--- config.mk ---
export PLATFORM = sky130hd
export DESIGN_NAME = aon_timer_sched
export DESIGN_NICKNAME = d
export VERILOG_FILES = /design/src/rtl/aon_timer_sched.sv
export SDC_FILE = /design/constraint.sdc
export NUM_CORES = 1
export LEC_CHECK = 0
export BUFFER_PORTS_ARGS = -buffer_cell sky130_fd_sc_hd__clkbuf_2
export CAP_MARGIN = 5
export CORE_ASPECT_RATIO = 1.2
export CORE_UTILIZATION = 35
export CTS_CLUSTER_DIAMETER = 40
export DETAILED_ROUTE_END_ITERATION = 8
export PLACE_DENSITY = 0.61
export SETUP_SLACK_MARGIN = 0.5
export SYNTH_ARGS = -nofsm -noshare
export SYNTH_HDL_FRONTEND = slang
export SYNTH_SLANG_ARGS = --single-unit
--- constraint.sdc ---
create_clock -name PCLK -period 6.4 [get_ports PCLK]
set_clock_uncertainty 0.2 [all_clocks]
set_input_delay 0.32 -clock PCLK [delete_from_list [all_inputs] [get_ports PCLK]]
set_output_delay 0.32 -clock PCLK [all_outputs]
set_load 0.1 [all_outputs]
--- src/rtl/aon_timer_sched.sv ---
// APB-master sequencer that loads, enables, polls and disables the always-on timer for one requester.
// Optional periodic mode: define AON_TIMER_SCHED_PERIODIC_EN to keep polling after each expiry.
module aon_timer_sched #(
   parameter int                    DATA_WIDTH = 32,
   parameter int                    ADDR_WIDTH = 32,
   parameter logic [ADDR_WIDTH-1:0] TIMER_BASE = '0,
   parameter int                    WAIT_MAX   = 16
) (
   input  logic                  PCLK,
   input  logic                  PRESETn,
   input  logic                  req_valid,
   output logic                  req_ready,
   input  logic [DATA_WIDTH-1:0] req_ticks,
   input  logic                  cancel,
   output logic                  wake,
   output logic                  err,
   output logic                  busy,
   output logic                  m_psel,
   output logic                  m_penable,
   output logic                  m_pwrite,
   output logic [ADDR_WIDTH-1:0] m_paddr,
   output logic [DATA_WIDTH-1:0] m_pwdata,
   input  logic [DATA_WIDTH-1:0] m_prdata,
   input  logic                  m_pready,
   input  logic                  m_pslverr
);

   localparam int WCW = $clog2(WAIT_MAX + 1);
   localparam logic [ADDR_WIDTH-1:0] LOAD_ADDR  = TIMER_BASE;
   localparam logic [ADDR_WIDTH-1:0] CTRL_ADDR  = TIMER_BASE + ADDR_WIDTH'(4);
   localparam logic [ADDR_WIDTH-1:0] COUNT_ADDR = TIMER_BASE + ADDR_WIDTH'(8);

   typedef enum logic [3:0] {IDLE, LD_S, LD_A, EN_S, EN_A, PL_S, PL_A, DS_S, DS_A} state_t;

   state_t                state;
   logic                  cancel_q;
   logic                  first_poll;
   logic [DATA_WIDTH-1:0] prev_cnt;
   logic [WCW-1:0]        wait_cnt;

   logic cancel_eff;
   logic expired;

   assign req_ready  = (state == IDLE);
   assign busy       = (state != IDLE);
   assign cancel_eff = cancel_q | cancel;
   // A read of 0 can be missed between polls, so a count that jumped up means the timer reloaded.
   assign expired    = (m_prdata == '0) || (!first_poll && (m_prdata > prev_cnt));

   // m_pwdata holds the captured request ticks for the whole LOAD transfer.
   always_ff @(posedge PCLK or negedge PRESETn) begin
      if (!PRESETn) begin
         state      <= IDLE;
         cancel_q   <= 1'b0;
         first_poll <= 1'b0;
         prev_cnt   <= '0;
         wait_cnt   <= '0;
         wake       <= 1'b0;
         err        <= 1'b0;
         m_psel     <= 1'b0;
         m_penable  <= 1'b0;
         m_pwrite   <= 1'b0;
         m_paddr    <= '0;
         m_pwdata   <= '0;
      end else begin
         wake <= 1'b0;
         err  <= 1'b0;
         if (cancel && (state != IDLE)) cancel_q <= 1'b1;

         case (state)
            IDLE: begin
               if (req_valid) begin
                  cancel_q   <= 1'b0;
                  first_poll <= 1'b1;
                  prev_cnt   <= '0;
                  if (req_ticks == '0) begin
                     wake <= 1'b1;
                  end else begin
                     state     <= LD_S;
                     m_psel    <= 1'b1;
                     m_penable <= 1'b0;
                     m_pwrite  <= 1'b1;
                     m_paddr   <= LOAD_ADDR;
                     m_pwdata  <= req_ticks;
                  end
               end
            end

            LD_S, EN_S, PL_S, DS_S: begin
               m_penable <= 1'b1;
               wait_cnt  <= '0;
               case (state)
                  LD_S:    state <= LD_A;
                  EN_S:    state <= EN_A;
                  PL_S:    state <= PL_A;
                  default: state <= DS_A;
               endcase
            end

            LD_A, EN_A, PL_A, DS_A: begin
               if (!m_pready) begin
                  // Stalled slave: release the bus and give up, leaving the timer as it is.
                  if (wait_cnt == WCW'(WAIT_MAX - 1)) begin
                     state     <= IDLE;
                     m_psel    <= 1'b0;
                     m_penable <= 1'b0;
                     err       <= 1'b1;
                  end else begin
                     wait_cnt <= wait_cnt + 1'b1;
                  end
               end else if (state == DS_A) begin
                  state     <= IDLE;
                  m_psel    <= 1'b0;
                  m_penable <= 1'b0;
                  err       <= m_pslverr;
               end else begin
                  m_penable <= 1'b0;
                  if (m_pslverr || cancel_eff) begin
                     err      <= m_pslverr;
                     state    <= DS_S;
                     m_pwrite <= 1'b1;
                     m_paddr  <= CTRL_ADDR;
                     m_pwdata <= '0;
                  end else begin
                     case (state)
                        LD_A: begin
                           state    <= EN_S;
                           m_paddr  <= CTRL_ADDR;
                           m_pwdata <= DATA_WIDTH'(1);
                        end
                        EN_A: begin
                           state    <= PL_S;
                           m_pwrite <= 1'b0;
                           m_paddr  <= COUNT_ADDR;
                           m_pwdata <= '0;
                        end
                        default: begin
                           if (expired) begin
                              wake <= 1'b1;
`ifdef AON_TIMER_SCHED_PERIODIC_EN
                              state      <= PL_S;
                              first_poll <= 1'b1;
                              prev_cnt   <= '0;
`else
                              state    <= DS_S;
                              m_pwrite <= 1'b1;
                              m_paddr  <= CTRL_ADDR;
                              m_pwdata <= '0;
`endif
                           end else begin
                              state      <= PL_S;
                              prev_cnt   <= m_prdata;
                              first_poll <= 1'b0;
                           end
                        end
                     endcase
                  end
               end
            end

            default: begin
               state     <= IDLE;
               m_psel    <= 1'b0;
               m_penable <= 1'b0;
            end
         endcase
      end
   end

endmodule

# Yosys cells after proc, flatten, opt, wreduce, memory -nomap -nowiden
# Index checks and enable logic that the tools add are counted.
dict set report op_classes {
  addsub 1
  n_lt_le_gt_ge 1
  eq_ne 23
  muxes 75
  bitwise_logic 2
  reduce_logical 20
}
# op count
set ops {}
lappend ops {{$mux 32} 18}
lappend ops {{$pmux 32 s2} 5}
lappend ops {{$logic_not 32->1} 2}
lappend ops {{$mux 1} 33}
lappend ops {{$gt 32x32->1} 1}
lappend ops {{$pmux 4 s3} 2}
lappend ops {{$ne 2x2->1 const B} 9}
lappend ops {{$eq 4x3->1 const B} 4}
lappend ops {{$mux 4} 4}
lappend ops {{$reduce_and 7->1} 2}
lappend ops {{$mux 5} 2}
lappend ops {{$pmux 5 s2} 1}
lappend ops {{$ne 3x3->1 const B} 3}
lappend ops {{$eq 4x2->1 const B} 2}
lappend ops {{$pmux 1 s2} 4}
lappend ops {{$reduce_or 4->1} 2}
lappend ops {{$mux 3} 2}
lappend ops {{$pmux 1 s3} 2}
lappend ops {{$pmux 3 s2} 1}
lappend ops {{$reduce_and 3->1} 2}
lappend ops {{$reduce_and 6->1} 1}
lappend ops {{$add 5x1->5 const B} 1}
lappend ops {{$eq 5x4->1 const B} 1}
lappend ops {{$ne 5x5->1 const B} 1}
lappend ops {{other kinds (14)} 17}
dict set report totals {
  reg_bits 112
  inputBits 70
  elab_cells 134
}

# Depth between registers and ports, before layout
dict set report logic_depth {
  depth_word 9
  mapped_depth 11
  ltp_nobuf 9
}

# Least setup slack after synthesis
# OpenSTA, ideal clock, no wires.
dict set report synth_timing {
  kind {flip-flop to output port}
  start {register state[3]}
  end {output port req_ready}
  arrival_time_ns 2.348
  required_ns 5.880
  slack_ns 3.532
  path_stages_with_launch 5
  path_cell_list {dfrtp_1 clkbuf_1 nor2_1 nand2_1 inv_1}
}
dict set report synth_via {
  elab_chain_cells 1
}
# item line
set synth_rtl {}
lappend synth_rtl {{start: declaration} 35} ;# state_t state;
lappend synth_rtl {{start signal: assignment} 53} ;# state <= IDLE;
lappend synth_rtl {{start signal: assignment} 79} ;# state <= LD_S;
lappend synth_rtl {{start signal: assignment} 93} ;# LD_S: state <= LD_A;
lappend synth_rtl {{$logic_not 4->1} 44} ;# assign req_ready = (state == IDLE);
lappend synth_rtl {{end: declaration} 12} ;# output logic req_ready,
# No other way between the ends.

# Final worst setup path
dict set report layout_timing {
  start {register state[2]}
  end {register m_psel}
}
dict set report layout_via {
  elab_chain_cells 4
  elab_cells_between_ends 18
  classes_between {eq/ne (12); mux (1); bitwise (1); reduce/logical (4)}
}
# item line
set layout_rtl {}
lappend layout_rtl {{$eq 4x4->1, or another cell as far along} {70, 111}}
lappend layout_rtl {{$reduce_or 4->1} 70} ;# case (state)
lappend layout_rtl {{$ne 3x3->1 (no line) or $not 1->1 (tied branches)} -}
lappend layout_rtl {{$reduce_and 5->1 (no line)} -}
lappend layout_rtl {{end signal: assignment} 80} ;# m_psel <= 1'b1;
lappend layout_rtl {{end signal: assignment} 105} ;# m_psel <= 1'b0;
lappend layout_rtl {{end signal: assignment} 113} ;# m_psel <= 1'b0;
lappend layout_rtl {{end: declaration} 18} ;# output logic m_psel,
# Parallel ways exist; a longest one is shown, timed or not.
# A chain may end at the register's enable or synchronous reset.

==> results.py <==
metrics = {
    "synthesis": {
        "ys_ff_latch": 82,
        "synth-edff-count": 0,
        "synth.distinct_cells": 50,
        "syn_avg_cell_area_um2": 9.36,
        "yosys.area_share.simple": 0.170,
        "synthArstFlopShare": 1.00,
        "syn_inst": 497,
        "synthFlopType": "dfrtp_1",
        "synth_top_family_by_area": "compound AO/OA/AOI/OAI gates",
        "synth_mux_area_frac": 0.00672,
        "yosysSeqAreaShare": 0.441,
        "synth-compound-area-share": 0.180,
        "synth_fa_ha_area_frac": 0.0914,
        "synth-xor-area-share": 0.00565,
        "ys.warnings.count": 0,
        "post_synth_instance_area_mm2": 0.00465,
    },
    "global_route": {
        "grt_pass1_vias": 3883,
        "grt_pass1_wl_um": 18500,
        "overflow": 0,
        "antenna_found_initial": 0,
        "track_usage": 0.172,
        "grt_max_degree": 83,
    },
    "power_and_ir_drop": {
        "p_sw_mw": 1.56,
        "irDropWorstVdd_v": 0.000322,
        "clkPwrFrac": 0.180,
        "p_sw_frac": 0.549,
        "p_leak_nw": 2.66,
        "powerDensity_mw_per_mm2": 515,
        "comb_power_share": 0.547,
        "p_int_mw": 1.28,
        "p_seq_frac": 0.273,
        "total_power_mw": 2.84,
    },
    "worst_setup_path": {
        "cp.arrival_ns": 3.34,
        "r2r_slack_ns": 3.13,
        "slowest_stage": "nand2b_1",
        "worst-path-buf-inv": 1,
        "max_stage_delay_ns": 0.57,
        "setup.worst_path.class": "reg2reg",
        "cp_data_required_time_ns": 6.47,
        "startpoint_type": "flip-flop",
        "critPathTopFamily": "simple AND/OR/NAND/NOR gates",
        "crit_fanout": 22,
        "path_cells": "nor2_1 > xnor2_1 > nand2b_1 > buf_4 > nor3_1 > or3_1 > o41a_1 > o21ai_0",
        "end_kind": "flip-flop",
    },
    "sta": {
        "worst_slew_pin_slew_ns": 1.05,
        "fmax_mhz": 306,
        "tns_ns": 0,
        "relSlewSlack": 0.301,
        "maxSlewViolCount": 0,
        "fin_crit_ns": 3.27,
        "period_share": 0.511,
        "holdWs_ns": -0.0424,
        "rsz0062_at_grt": "no",
        "setup_viol": 0,
        "hold_viol": 50,
    },
    "clock_network": {
        "path_clk_slew_ns": 0.06,
        "cts_tree": "yes",
        "cts_sinks": 82,
        "post_cts_buffers": 0,
        "clk_latency_ns": 0.34,
        "cts_max_path_buffers": 2,
        "cts_root_buf": "clkbuf_16",
        "cts_made_buffers": 9,
        "cts-htree-levels": 3,
    },
    "layout": {
        "layout_commonest_cell": "clkbuf_2",
        "drive_gt1_frac": 0.228,
        "diodes": 0,
        "nets": 704,
        "stdcell_count": 769,
        "syn_to_final_growth_pct": 18.5,
        "layout_common_cells": "clkbuf_2, nand2_1, dfrtp_1",
    },
    "drt": {
        "drtIter0Drc": 324,
        "wl_um": 11100,
        "vias": 3886,
        "final_antenna_net_count": 0,
        "routedWlPerCell_um": 14.4,
        "drt_pass1_iterations": 6,
        "route.detailed.drc": 0,
        "via_per_inst": 5.05,
    },
    "outcome": {
        "outcome": "complete, but fails checks",
        "failed_checks": "hold timing",
    },
    "die": {
        "die_y_um": 128,
        "coreArea_mm2": 0.0128,
        "row_count": 45,
        "num_io_pins": 141,
        "start_util": 0.364,
        "die_width_um": 107,
        "die_area_mm2": 0.0138,
    },
    "placement": {
        "dp_cells": 751,
        "io_buffer_count": 110,
        "place_hpwl_um": 8190,
        "gp_congestion": 0.882,
    },
    "worst_hold_path": {
        "hp-class": "in2async",
    },
    "run": {
        "max-cap-violations": 0,
    },
}
[power by group through the flow]
stage	clock network, mW	registers [mW]	logic (mW)
3_3_place_gp	0	0.779	1.54
3_5_place_dp	0	0.784	1.56
6_report	0.512	0.776	1.55
5_1_grt	0.545	0.800	1.68
2_1_floorplan	0	1.38	0.701
4_1_cts	0.524	0.776	1.56
[layer usage]
| layer | wire length [um] | GRT usage |
|---|---|---|
| met5 | 0 | 0 |
| met4 | 201 | 0.0645 |
| met3 | 657 | 0.0412 |
| met2 | 5280 | 0.297 |
| met1 | 4940 | 0.208 |
[what timing repair did]
item	CTS	global route
hold endpoints to repair	2	0
hold buffers	2	0
gates resized for setup	0	0
[stage by stage]
stage / area (um^2) / hold slack, ns / setup slack (ns) / utilization
3_3_place_gp: 5210 / 0.260 / 3.20 / 0.407
3_5_place_dp: 5210 / 0.270 / 3.15 / 0.407
4_1_cts: 5510 / 0.000531 / 3.14 / 0.431
2_1_floorplan: 4760 / -0.176 / 3.53 / -
5_1_grt: 5510 / 0.0105 / 2.78 / 0.431
6_report: 5510 / -0.0424 / 3.13 / 0.431
[cells in the mapped netlist (3+ instances only)]
cell type	n	area, um^2
nand2_1	87	327
dfrtp_1	82	2050
o21ai_0	43	215
buf_4	35	263
inv_1	35	131
ha_1	34	425
a22o_1	33	289
a21oi_1	20	100
nor2_1	17	63.8
nor4_1	17	106
nand4_1	12	75.1
clkbuf_1	11	41.3
nand3_1	8	40.0
nand2b_1	5	31.3
nor3_1	4	20.0
or3_1	4	25.0
a21o_1	3	22.5
buf_2	3	15.0
buf_6	3	33.8
[path summary, 6_finish.rpt]
check | startpoint | end | depth (start not counted)
worst max-delay path | state[2] | m_psel | 8
worst min-delay path | PRESETn | m_pwdata[3] | 1
worst max register to register | state[2] | m_psel | 8
worst min register to register | m_pwdata[29] | m_pwdata[29] | 2
max in group asynchronous | PRESETn | m_pwdata[9] | 1
min in group PCLK | req_ticks[15] | m_pwdata[15] | 3
[area by class of cell]
type | instances | area (um^2)
Clock buffer | 11 | 233
Tap cell | 164 | 205
Timing Repair Buffer | 116 | 603
Sequential cell | 82 | 2050
Multi-Input combinational cell | 356 | 2230
Fill cell | 1232 | 7270
Inverter | 35 | 131
Clock inverter | 5 | 55.1
[flip-flops by register name, indices dropped and copies added (netlist names)]
signal / count
m_pwdata: 32
prev_cnt: 32
wait_cnt: 5
state: 4
m_paddr: 2
cancel_q: 1
err: 1
first_poll: 1
m_penable: 1
m_psel: 1
m_pwrite: 1
wake: 1
[logic make-up (layout without fill, tap and decap cells)]
logic type               count (synthesis)  count (layout)
AO/OA/AOI/OAI                          121             121
XOR/XNOR                                 3               3
adder cells (fa/ha/maj)                 34              34
buffers and inverters                   88             167
flip-flops                              82              82
multiplexers                             3               3
other                                    1              30
AND/OR/NAND/NOR                        165             165
Power figures use the tool's default switching activity.
